`src/rtl/mem_store_responder_if.sv`:
```
// Bundle of the CPU store port, status read path, drain stream and sticky
// flags seen by the store responder.
interface mem_store_responder_if;
    logic        MemWrite;
    logic [31:0] ALUResult;
    logic [31:0] WriteData;
    logic [31:0] ReadData;
    logic        out_valid;
    logic        out_ready;
    logic [31:0] out_addr;
    logic [31:0] out_data;
    logic        done;
    logic [31:0] done_data;
    logic        overflow;
    logic        misalign;

    modport slave (
        input  MemWrite, ALUResult, WriteData, out_ready,
        output ReadData, out_valid, out_addr, out_data,
        output done, done_data, overflow, misalign
    );

    modport master (
        output MemWrite, ALUResult, WriteData, out_ready,
        input  ReadData, out_valid, out_addr, out_data,
        input  done, done_data, overflow, misalign
    );
endinterface

```
`src/rtl/mem_store_responder.sv`:
```
// Captures aligned CPU stores into a FIFO drained over valid/ready, tracks
// done/overflow/misalign sticky flags and exposes them as a status word.
module mem_store_responder #(
    parameter int          DEPTH       = 8,
    parameter logic [31:0] DONE_ADDR   = 32'h0000_0064,
    parameter logic [31:0] STATUS_ADDR = 32'h0000_0F00,
    parameter logic [31:0] CLEAR_ADDR  = 32'h0000_0F04
) (
    input  logic                  clk,
    input  logic                  reset,
    mem_store_responder_if.slave  bus
);
    localparam int          AW      = $clog2(DEPTH);
    localparam logic [AW:0] LP_FULL = (AW+1)'(DEPTH);

    logic [63:0]   r_mem [DEPTH];
    logic [AW-1:0] r_wr_ptr;
    logic [AW-1:0] r_rd_ptr;
    logic [AW:0]   r_count;
    logic          r_done;
    logic [31:0]   r_done_data;
    logic          r_overflow;
    logic          r_misalign;

    logic w_misaligned;
    logic w_clear;
    logic w_push_req;
    logic w_valid;
    logic w_pop;
    logic w_push;
    logic w_drop;
    logic w_done_hit;

    assign w_misaligned = bus.MemWrite && (bus.ALUResult[1:0] != 2'b00);
    assign w_clear      = bus.MemWrite && !w_misaligned && (bus.ALUResult == CLEAR_ADDR);
    assign w_push_req   = bus.MemWrite && !w_misaligned && !w_clear;
    assign w_valid      = (r_count != '0);
    assign w_pop        = w_valid && bus.out_ready;
    // A full FIFO still accepts a store when the head leaves in the same cycle.
    assign w_push       = w_push_req && ((r_count != LP_FULL) || w_pop);
    assign w_drop       = w_push_req && !w_push;
    assign w_done_hit   = w_push_req && (bus.ALUResult == DONE_ADDR);

    always_ff @(posedge clk) begin
        if (w_push) begin
            r_mem[r_wr_ptr] <= {bus.ALUResult, bus.WriteData};
        end
    end

    always_ff @(posedge clk or negedge reset) begin
        if (!reset) begin
            r_wr_ptr <= '0;
            r_rd_ptr <= '0;
            r_count  <= '0;
        end else begin
            if (w_push) begin
                r_wr_ptr <= r_wr_ptr + AW'(1);
            end
            if (w_pop) begin
                r_rd_ptr <= r_rd_ptr + AW'(1);
            end
            case ({w_push, w_pop})
                2'b10:   r_count <= r_count + (AW+1)'(1);
                2'b01:   r_count <= r_count - (AW+1)'(1);
                default: r_count <= r_count;
            endcase
        end
    end

    always_ff @(posedge clk or negedge reset) begin
        if (!reset) begin
            r_done      <= 1'b0;
            r_done_data <= '0;
            r_overflow  <= 1'b0;
            r_misalign  <= 1'b0;
        end else begin
            if (w_done_hit) begin
                r_done_data <= bus.WriteData;
            end
            if (w_clear) begin
                r_done     <= 1'b0;
                r_overflow <= 1'b0;
                r_misalign <= 1'b0;
            end else begin
                if (w_done_hit)   r_done     <= 1'b1;
                if (w_drop)       r_overflow <= 1'b1;
                if (w_misaligned) r_misalign <= 1'b1;
            end
        end
    end

    logic [63:0] w_head;
    assign w_head = w_valid ? r_mem[r_rd_ptr] : 64'h0;

    assign bus.out_valid = w_valid;
    assign bus.out_addr  = w_head[63:32];
    assign bus.out_data  = w_head[31:0];
    assign bus.done      = r_done;
    assign bus.done_data = r_done_data;
    assign bus.overflow  = r_overflow;
    assign bus.misalign  = r_misalign;

    assign bus.ReadData = (bus.ALUResult == STATUS_ADDR)
                        ? {16'h0, 8'(r_count), 4'h0, r_misalign, r_overflow, r_done, w_valid}
                        : 32'h0;
endmodule

```
`src/flat_wrapper.sv`:
```
// flat-port wrapper written by rule: the top's interface ports become plain ports
module mem_store_responder_flat 
#(
    parameter int          DEPTH       = 8,
    parameter logic [31:0] DONE_ADDR   = 32'h0000_0064,
    parameter logic [31:0] STATUS_ADDR = 32'h0000_0F00,
    parameter logic [31:0] CLEAR_ADDR  = 32'h0000_0F04
)
  (clk, reset, bus_MemWrite, bus_ALUResult, bus_WriteData, bus_out_ready, bus_ReadData, bus_out_valid, bus_out_addr, bus_out_data, bus_done, bus_done_data, bus_overflow, bus_misalign);
  mem_store_responder_if bus_i ();
  input  logic clk;
  input  logic reset;
  input wire logic [$bits(bus_i.MemWrite)-1:0] bus_MemWrite;
  input wire logic [$bits(bus_i.ALUResult)-1:0] bus_ALUResult;
  input wire logic [$bits(bus_i.WriteData)-1:0] bus_WriteData;
  input wire logic [$bits(bus_i.out_ready)-1:0] bus_out_ready;
  output wire logic [$bits(bus_i.ReadData)-1:0] bus_ReadData;
  output wire logic [$bits(bus_i.out_valid)-1:0] bus_out_valid;
  output wire logic [$bits(bus_i.out_addr)-1:0] bus_out_addr;
  output wire logic [$bits(bus_i.out_data)-1:0] bus_out_data;
  output wire logic [$bits(bus_i.done)-1:0] bus_done;
  output wire logic [$bits(bus_i.done_data)-1:0] bus_done_data;
  output wire logic [$bits(bus_i.overflow)-1:0] bus_overflow;
  output wire logic [$bits(bus_i.misalign)-1:0] bus_misalign;
  assign bus_i.MemWrite = bus_MemWrite;
  assign bus_i.ALUResult = bus_ALUResult;
  assign bus_i.WriteData = bus_WriteData;
  assign bus_i.out_ready = bus_out_ready;
  assign bus_ReadData = bus_i.ReadData;
  assign bus_out_valid = bus_i.out_valid;
  assign bus_out_addr = bus_i.out_addr;
  assign bus_out_data = bus_i.out_data;
  assign bus_done = bus_i.done;
  assign bus_done_data = bus_i.done_data;
  assign bus_overflow = bus_i.overflow;
  assign bus_misalign = bus_i.misalign;
  mem_store_responder #(.DEPTH(DEPTH), .DONE_ADDR(DONE_ADDR), .STATUS_ADDR(STATUS_ADDR), .CLEAR_ADDR(CLEAR_ADDR)) u_core (.clk(clk), .reset(reset), .bus(bus_i));
endmodule
```
`config.mk`:
```
export PLATFORM = sky130hd
export DESIGN_NAME = mem_store_responder_flat
export DESIGN_NICKNAME = d
export VERILOG_FILES = /design/src/rtl/mem_store_responder_if.sv /design/src/rtl/mem_store_responder.sv /design/src/flat_wrapper.sv
export SDC_FILE = /design/constraint.sdc
export NUM_CORES = 1
export LEC_CHECK = 0
export CAP_MARGIN = 0
export CORE_UTILIZATION = 45
export CTS_CLUSTER_DIAMETER = 200
export DETAILED_ROUTE_END_ITERATION = 8
export GPL_TIMING_DRIVEN = 0
export PLACE_DENSITY = 0.69
export SKIP_CTS_REPAIR_TIMING = 1
export SLEW_MARGIN = 20
export SYNTH_ARGS = -nofsm -noshare
export SYNTH_HDL_FRONTEND = slang
export SYNTH_SLANG_ARGS = --single-unit
```
`constraint.sdc`:
```
create_clock -name clk -period 7.2 [get_ports clk]
set_clock_uncertainty 0.1 [all_clocks]
set_input_delay 1.44 -clock clk [delete_from_list [all_inputs] [get_ports clk]]
set_output_delay 1.44 -clock clk [all_outputs]
set_load 0.05 [all_outputs]
```
# == Yosys cells after proc, flatten, opt, wreduce, memory -nomap -nowiden ==
# Memory sizes are Yosys's and may differ from the RTL's.
# Index checks and enable logic that the tools add are counted.
# word_totals
out_inout_bits,132
input_bits,68
memories,1
wordCells,47
ram_bits,512
ff_bits,45
# classes
mux,11
n_eq_ne,6
add_sub_neg,4
n_reduce_logical,18
# mem_list
name,depth,word_bits,rd,rd_ports_with_merged_regs,write_ports,line_no,rtl
u_core.r_mem,8,64,1,0,1,mem_store_responder.sv:16,logic [63:0] r_mem [DEPTH];
# ops
op,count
$eq A32 B12 Y1 const B,2
$mux W64,1
$eq A32 B7 Y1 const B,1
$mux W12,1
$reduce_bool A2 Y1,5
$logic_and A1 B1 Y1,8
$mux W1,8
$pmux W4 S2,1
$add A3 B1 Y3 const B,2
$add A4 B1 Y4 const B,1
$ne A4 B4 Y1 const B,1
$reduce_bool A4 Y1,1
$sub A4 B1 Y4 const B,1
$logic_not A1 Y1,3
$eq A2 B1 Y1 const B,1
$eq A2 B2 Y1 const B,1
$logic_or A1 B1 Y1,1

# == Longest topological paths before layout ==
# Gate-level depths: netlist (run 1).
# depth
depth_word,12
depth_mapped,12
depth_no_buf,12

# == Worst setup path after synthesis (run 1) ==
# Ideal clock, no wire load.
# synth_timing
kind,input-to-reg
startpoint,in bus_ALUResult[1]
endpoint,mem u_core.r_mem[1][0] (enable)
n_path_buf,0
cell_stages,5
required_time_ns,6.535
arrival_time_ns,6.667
setup_ns,0.565
slack_ns,-0.132
path_cell_list,nor2_1 > nand2_1 > nor3_2 > nand2_1 > nor3_1
# synth_via
elab_chain_cells,10
word_cells_on_any_way,11
classes_between,1 x eq/ne; 2 x mux; 8 x reduce/logical
# synth_lines
item,line_no,rtl
"start, declared",flat_wrapper.sv:14,input wire logic [$bits(bus_i.ALUResult)-1:0] bus_ALUResult;
branches (longest 6 deep; another with $eq A32 B12 Y1),-,
$logic_and A1 B1 Y1 *,mem_store_responder.sv:36,assign w_push_req = bus.MemWrite && !w_misaligned && !w_clear;
$logic_and A1 B1 Y1 *,mem_store_responder.sv:40,assign w_push = w_push_req && ((r_count != LP_FULL) || w_pop);
$mux W1 *,mem_store_responder.sv:45,if (w_push) begin
$mux W1 (not written as such) *,mem_store_responder.sv:46,"r_mem[r_wr_ptr] <= {bus.ALUResult, bus.WriteData};"
"end, declared",mem_store_responder.sv:16,
# Mark *: on every way between the ends.

# == Worst setup path after layout (run 1) ==
# layout_timing
startpoint,in bus_ALUResult[26]
endpoint,out bus_ReadData[0]
# layout_via
elab_chain_cells,2
# layout_lines
item,line_no,rtl
$eq A32 B12 Y1,mem_store_responder.sv:103,assign bus.ReadData = (bus.ALUResult == STATUS_ADDR)
$mux W12,mem_store_responder.sv:104,"? {16'h0, 8'(r_count), 4'h0, r_misalign, r_overflow, r_done, w_valid}"
"end, declared",flat_wrapper.sv:17,output wire logic [$bits(bus_i.ReadData)-1:0] bus_ReadData;
# No other way between the ends.

==> impl_results.md, run 1 <==
- Commonest non-fill, non-tap cell in the layout: edfxtp_1
- DRT Pass-1 Iters: 5
- N_diodes: 0
- Measured slew at the worst slew-check pin: 1.00 ns
- Netlist cell types: 39
- Max stage delay on crit path: 0.83 ns
- Starting Density: 46.0%
- First-pass GRT wire length: 70,400 µm
- Critical Path, Cell by Cell: clkdlybuf4s50_1 > nor4_1 > nand3_1 > nor2_1 > and3_1 > and2_1 > clkdlybuf4s50_1
- Clock root cell: clkbuf_16
- Final setup fails: 0
- Pint: 6740 µW
- Post-route antenna net violation count: 0
- Most frequent cells in the layout: 512 x edfxtp_1, 174 x clkdlybuf4s50_1, 128 x mux4_2
- Logic pwr share: 38.4%
- Minimum clock period: 6.26 ns
- Post-synthesis simple-gate area fraction: 2.59%
- Routability cong.: 0.728
- Switching Share: 35.4%
- Largest net degree at the start of global routing: 46
- Post-Synth Adder-Cell Area: 0.324%
- HP Class: reg -> reg
- Die X: 221 µm
- Overall routing resource usage: 19.5%
- M1 GR Usage: 27.1%
- Inst Count DP: 1,838
- Peak VDD IR: 0.222 mV
- Critical Path AT: 4.72 ns
- CTS buffer count: 54
- Status: finished clean
- Sequential share of power: 36.0%
- Port bufs: 175
- Slew headroom: 33.2%
- Remaining DRCs: 0
- Pleak: 0.00903 µW
- Sequential share of the synthesized area: 76.4%
- Drt total wl: 47,000 µm
- Clock Sinks: 557
- Vias in the first global route: 11.1k
- Pre-CTS setup slack: 0.948 ns
- Final period util: 86.9%
- Number of max-cap violations: 0
- Unrepaired setup endpoints after global routing: false
- Fmax: 160 MHz
- # rows: 79
- CP dominant cell by count: clkdlybuf4s50_1
- Initial antenna violation count: 1
- Compound-Gate Fraction of Synth Area: 0.261%
- Clock tree buffer depth: 3
- Share of cells above drive strength 1: 24.4%
- Vias/cell: 5.47
- DR vias: 10.6k
- Overall power: 10,400 µW
- Mux cell area share after synthesis: 18.2%
- Largest family of logic cells by synthesized area: multiplexers
- Core ar.: 47,000 µm²
- Syn_area_per_cell: 21.6 µm²
- Clock power frac: 25.6%
- Psw: 3690 µW
- CTS tree: built
- DR WL/cell: 24.2 µm
- Full die area: 48,900 µm²
- Yosys reg bits: 557
- Synthesized instance count: 1,001
- Net count, final: 1,360
- Total grt overflow: 0
- Detailed Route Iter0 Violations: 755
- Mapped cell area: 21,600 µm²
- Layout area overhead: 23.0%
- CTS H-Tree Depth: 2
- Clock Latency Late Sink: 0.60 ns
- DP HPWL: 30,300 µm
- Fin. Hold Viols: 0
- Worst EP required: 5.66 ns
- Critical path launch point type: input pin
- Clock slew at the register clock pins of the worst setup and hold paths: 0.06 ns
- Top Ports: 200
- Synth warn: 0
- Xor/xnor share of the synthesized area: 0.324%
- Max Slew Vio Count: 0
- Met3 Use GR: 3.05%
- Critical path class: in -> out
- Global route hottest layer: met2
- Critical path peak fanout: 9
- Grt met2 use: 31.9%
- Final WS setup: 0.943 ns
- Die height: 221 µm
- Power Dens Cells: 393 nW/µm²
- Crit path capture type: primary output
- Fin cells: 1,938
- CP max-delay cell: clkdlybuf4s50_1
==> flip-flops by register name (all words and copies together), names as in the netlist <==
name                  flops
u_core.bus.done           1
u_core.r_wr_ptr           3
u_core.bus.done_data     32
u_core.bus.misalign       1
u_core.r_rd_ptr           3
u_core.r_mem            512
u_core.bus.overflow       1
u_core.r_count            4
==> final timing paths <==
| check | from | to | slack, ns | cells after the start |
|---|---|---|---|---|
| max | bus_ALUResult[26] | bus_ReadData[0] | 0.94 | 7 |
| min | u_core.bus.done_data[22] | u_core.bus.done_data[22] | 0.40 | 1 |
| max reg2reg | u_core.r_count[0] | u_core.r_mem[0][59] | 4.14 | 7 |
| min reg2reg | u_core.bus.done_data[22] | u_core.bus.done_data[22] | 0.40 | 1 |
| max in group asynchronous | reset | u_core.bus.done | 5.74 | 1 |
| min in group asynchronous | reset | u_core.bus.done_data[18] | 0.79 | 1 |
==> metrics by stage <==
stage / TNS [ns] / instance area, µm² / hold WS [ns] / utilization [%]
detailed placement: 0 / 24900 / 0.393 / 53.0
finish: 0 / 26600 / 0.404 / 56.6
floorplan: 0 / 21700 / 0.380 / -
global route: 0 / 26600 / 0.421 / 56.6
CTS: 0 / 26600 / 0.407 / 56.6
global placement: -1092.54 / 24200 / 0.389 / 51.5
==> synthesized netlist by cell type, drive strengths merged <==
cell	number	area share, %
and3	1	0.029
nand2b	5	0.14
fa	1	0.093
a22o	1	0.041
mux2i	66	3.1
xnor2	6	0.24
a22oi	1	0.035
nor4b	1	0.11
nor2	75	1.3
buf	45	1.3
and2	9	0.26
nor4	7	0.23
nand3	2	0.046
edfxtp	512	71
conb	1	0.017
clkbuf	24	0.42
o2bb2ai	1	0.041
xor2	2	0.081
nor3b	1	0.035
dfrtp	45	5.2
ha	4	0.23
mux4	128	13
nand4	3	0.087
or4b	1	0.046
a21o	1	0.035
inv	7	0.12
nor3	6	0.16
mux2	34	1.8
nand2	7	0.13
a21oi	3	0.070
a41oi	1	0.041
==> cell families after synthesis <==
logic type / Yosys count
buf+inv: 76
flops: 557
simple gates: 118
mux: 228
compound gates: 8
xor+xnor: 8
other cells: 1
fa+ha+maj: 5
==> critical path, delay by kind of cell <==
family,cells,cell delay [ns]
AND/OR/NAND/NOR,5,1.89
buffers and inverters,2,1.38
==> area by class of cell <==
class                   instances  area (µm²)
plain buffers                  69         369
clock buffers                  70        1440
clock inverters                30         231
fillers                      3466       20400
inverters                       7        26.3
multi-input cells             391        4850
flip-flops and latches        557       16500
well taps                     607         759
repair buffers                207        2380
==> power by group through the flow <==
stage / registers [µW] / clock network (µW) / logic, µW
global route: 3760 / 2830 / 4240
global placement: 3830 / 0 / 3990
floorplan: 3820 / 0 / 2760
detailed placement: 3820 / 0 / 4080
CTS: 3750 / 2720 / 4090
finish: 3750 / 2670 / 4010
==> layer usage <==
metal,vias up,routed length (µm),share of wire [%]
met4,2,1050,2.2
met2,338,23300,50
met3,64,2400,5.1
li1,4602,-,-
met1,5591,20200,43
met5,-,10,0.021
No activity file was read; power rests on OpenSTA's default activity.
==> run 2, diff against run 1 <==
--- a/config.mk
+++ b/config.mk
@@ -5,12 +5,14 @@
 export SDC_FILE = /design/constraint.sdc
 export NUM_CORES = 1
 export LEC_CHECK = 0
-export CAP_MARGIN = 0
+export CAP_MARGIN = 20
+export CELL_PAD_IN_SITES_DETAIL_PLACEMENT = 1
+export CELL_PAD_IN_SITES_GLOBAL_PLACEMENT = 1
 export CORE_UTILIZATION = 45
 export CTS_CLUSTER_DIAMETER = 200
 export DETAILED_ROUTE_END_ITERATION = 8
 export GPL_TIMING_DRIVEN = 0
-export PLACE_DENSITY = 0.69
+export PLACE_DENSITY = 0.76
 export SKIP_CTS_REPAIR_TIMING = 1
 export SLEW_MARGIN = 20
 export SYNTH_ARGS = -nofsm -noshare
==> run 2 against run 1 <==
  * Die area unchanged
  * First-iteration DRC count decreased by 0.66%
  * Clock power increased by 9.7%
  * Sequential share of layout area decreased by 0.76 points
  * Via count increased by 0.97%
  * Non-clock buffer count increased by 3
  * Final cell count increased by 0.52%
  * Clock-buffer cell count increased by 2
  * Critical path type unchanged
==> impl_results.md, run 2 (synthesized netlist as in run 1, its figures left out) <==
- DP Area: 25,000 µm²
- Largest net degree at the start of global routing: 46
- Logic pwr share: 37.8%
- Die X: 221 µm
- Clock root cell: clkbuf_16
- Initial antenna violation count: 0
- Fin. Hold Viols: 0
- Top reg by flops: u_core.r_mem
- Core ar.: 47,000 µm²
- Detailed Route Iter0 Violations: 750
- Max stage delay on crit path: 0.83 ns
- Worst EP required: 5.66 ns
- Total negative setup slack: 0 ns
- Critical path peak fanout: 9
- Share of cells above drive strength 1: 25.7%
- Layout area overhead: 24.5%
- Full die area: 48,900 µm²
- HP Start: u_core.bus.done_data[2]
- Post-route antenna net violation count: 0
- Final setup fails: 0
- Fmax: 162 MHz
- DP HPWL: 34,300 µm
- First-pass GRT wire length: 76,900 µm
- Measured slew at the worst slew-check pin: 0.971 ns
- Critical path class: in -> out
- Vias in the first global route: 11.8k
- Routability cong.: 0.714
- Peak VDD IR: 0.314 mV
- Clock power frac: 27.2%
- Switching Share: 35.5%
- Largest register FFs: 512
- Status: finished clean
- CP dominant cell by count: clkdlybuf4s50_1
- DR vias: 10.7k
- Overall routing resource usage: 21.5%
- Clock Sinks: 557
- # rows: 79
- Net count, final: 1,366
- Power Dens Cells: 400 nW/µm²
- HP Class: reg -> reg
- Top Ports: 200
- Sequential share of power: 35.0%
- Critical Path AT: 4.64 ns
- Final instance area: 26,900 µm²
- Critical Path, Cell by Cell: clkdlybuf4s50_1 > nor4_1 > nand4_1 > nor2_1 > and3_1 > and2_1 > clkdlybuf4s50_1
- Clock Latency Late Sink: 0.60 ns
- Most frequent cells in the layout: 512 x edfxtp_1, 174 x clkdlybuf4s50_1, 128 x mux4_2
- N_diodes: 0
- CP max-delay cell: clkdlybuf4s50_1
- Psw: 3820 µW
- Die height: 221 µm
- DRT Pass-1 Iters: 5
- Worst r2r src: u_core.r_count[0]
- CTS H-Tree Depth: 2
- Critical path launch point type: input pin
- Starting Density: 46.0%
- Minimum clock period: 6.18 ns
- Drt total wl: 51,700 µm
- Overall power: 10,800 µW
- DR WL/cell: 26.5 µm
- Max Slew Vio Count: 0
- Vias/cell: 5.49
- CTS tree: built
- CTS buffer count: 57
- Pint: 6950 µW
- Commonest non-fill, non-tap cell in the layout: edfxtp_1
- Pleak: 0.00920 µW
- Worst Setup SP: bus_ALUResult[4]
- Unrepaired setup endpoints after global routing: false
- Slew headroom: 35.3%
- Number of max-cap violations: 0
- Remaining DRCs: 0
- Clock tree buffer depth: 3
- Port bufs: 175
- Final period util: 85.8%
- Crit path capture type: primary output
- Clock slew at the register clock pins of the worst setup and hold paths: 0.06 ns
- Total grt overflow: 0
## run 2: cell count changes in the layout (fill, tap and decap cells not counted), moves of 3 or more
cell       before  now
buf_16          9   16
clkinv_2       11   18
clkbuf_1       38   32
clkbuf_8        1    6
clkbuf_16      55   58
clkinv_1       10    7
## run 2: routing by layer
metal	vias to the layer above	GRT usage, %	wire length [µm]
li1	4630	-	-
met4	0	5.14	863
met2	307	37.6	26800
met3	60	3.69	2370
met1	5703	28.2	21700
met5	-	0	0
## run 2: power by group through the flow
stage / logic [µW] / registers, µW / clock network (µW)
final: 4070 / 3770 / 2930
after global routing: 4300 / 3780 / 3080
after CTS: 4150 / 3770 / 2980
after detailed placement: 4120 / 3830 / 0
after global placement: 3990 / 3830 / 0
after floorplan: 2760 / 3820 / 0
## run 2: path summary, 6_finish.rpt
| path | to | slack [ns] | depth (start not counted) |
|---|---|---|---|
| min in group asynchronous | u_core.bus.done_data[8] | 0.77 | 1 |
| max | bus_ReadData[3] | 1.02 | 7 |
| min reg2reg | u_core.bus.done_data[2] | 0.40 | 1 |
| min | u_core.bus.done_data[2] | 0.40 | 1 |
| max in group asynchronous | u_core.bus.misalign | 5.75 | 1 |
| max reg2reg | u_core.r_mem[0][36] | 3.96 | 7 |
## run 2: final cells by class
type | count | area, µm²
Clock buffer | 72 | 1560
Clock inverter | 35 | 317
Inverter | 7 | 26.3
Tap cell | 607 | 759
Fill cell | 4022 | 20100
Buffer | 69 | 369
Timing Repair Buffer | 210 | 2500
Sequential cell | 557 | 16500
Multi-Input combinational cell | 391 | 4850
## run 2: worst max-delay path, delay by kind of cell
kind | cells | cell delay, ns
simple gates | 5 | 1.75
buf+inv | 2 | 1.43
## run 2: per-stage QoR
step	util, %	std cells	setup WS [ns]	hold slack [ns]
finish	57.3	1948	1.02	0.403
global route	57.3	1948	0.903	0.420
CTS	57.3	1948	0.988	0.406
detailed placement	53.3	1841	1.01	0.393
global placement	51.5	1806	-2.22	0.389
floorplan	-	1024	1.58	0.380
==> run 3, diff against run 2 <==
--- a/config.mk
+++ b/config.mk
@@ -14,6 +14,7 @@
 export GPL_TIMING_DRIVEN = 0
 export PLACE_DENSITY = 0.76
 export SKIP_CTS_REPAIR_TIMING = 1
+export SKIP_LAST_GASP = 1
 export SLEW_MARGIN = 20
 export SYNTH_ARGS = -nofsm -noshare
 export SYNTH_HDL_FRONTEND = slang
==> results of run 3 <==
Same layout as run 2: the final DEF is identical, and so are final timing and power.
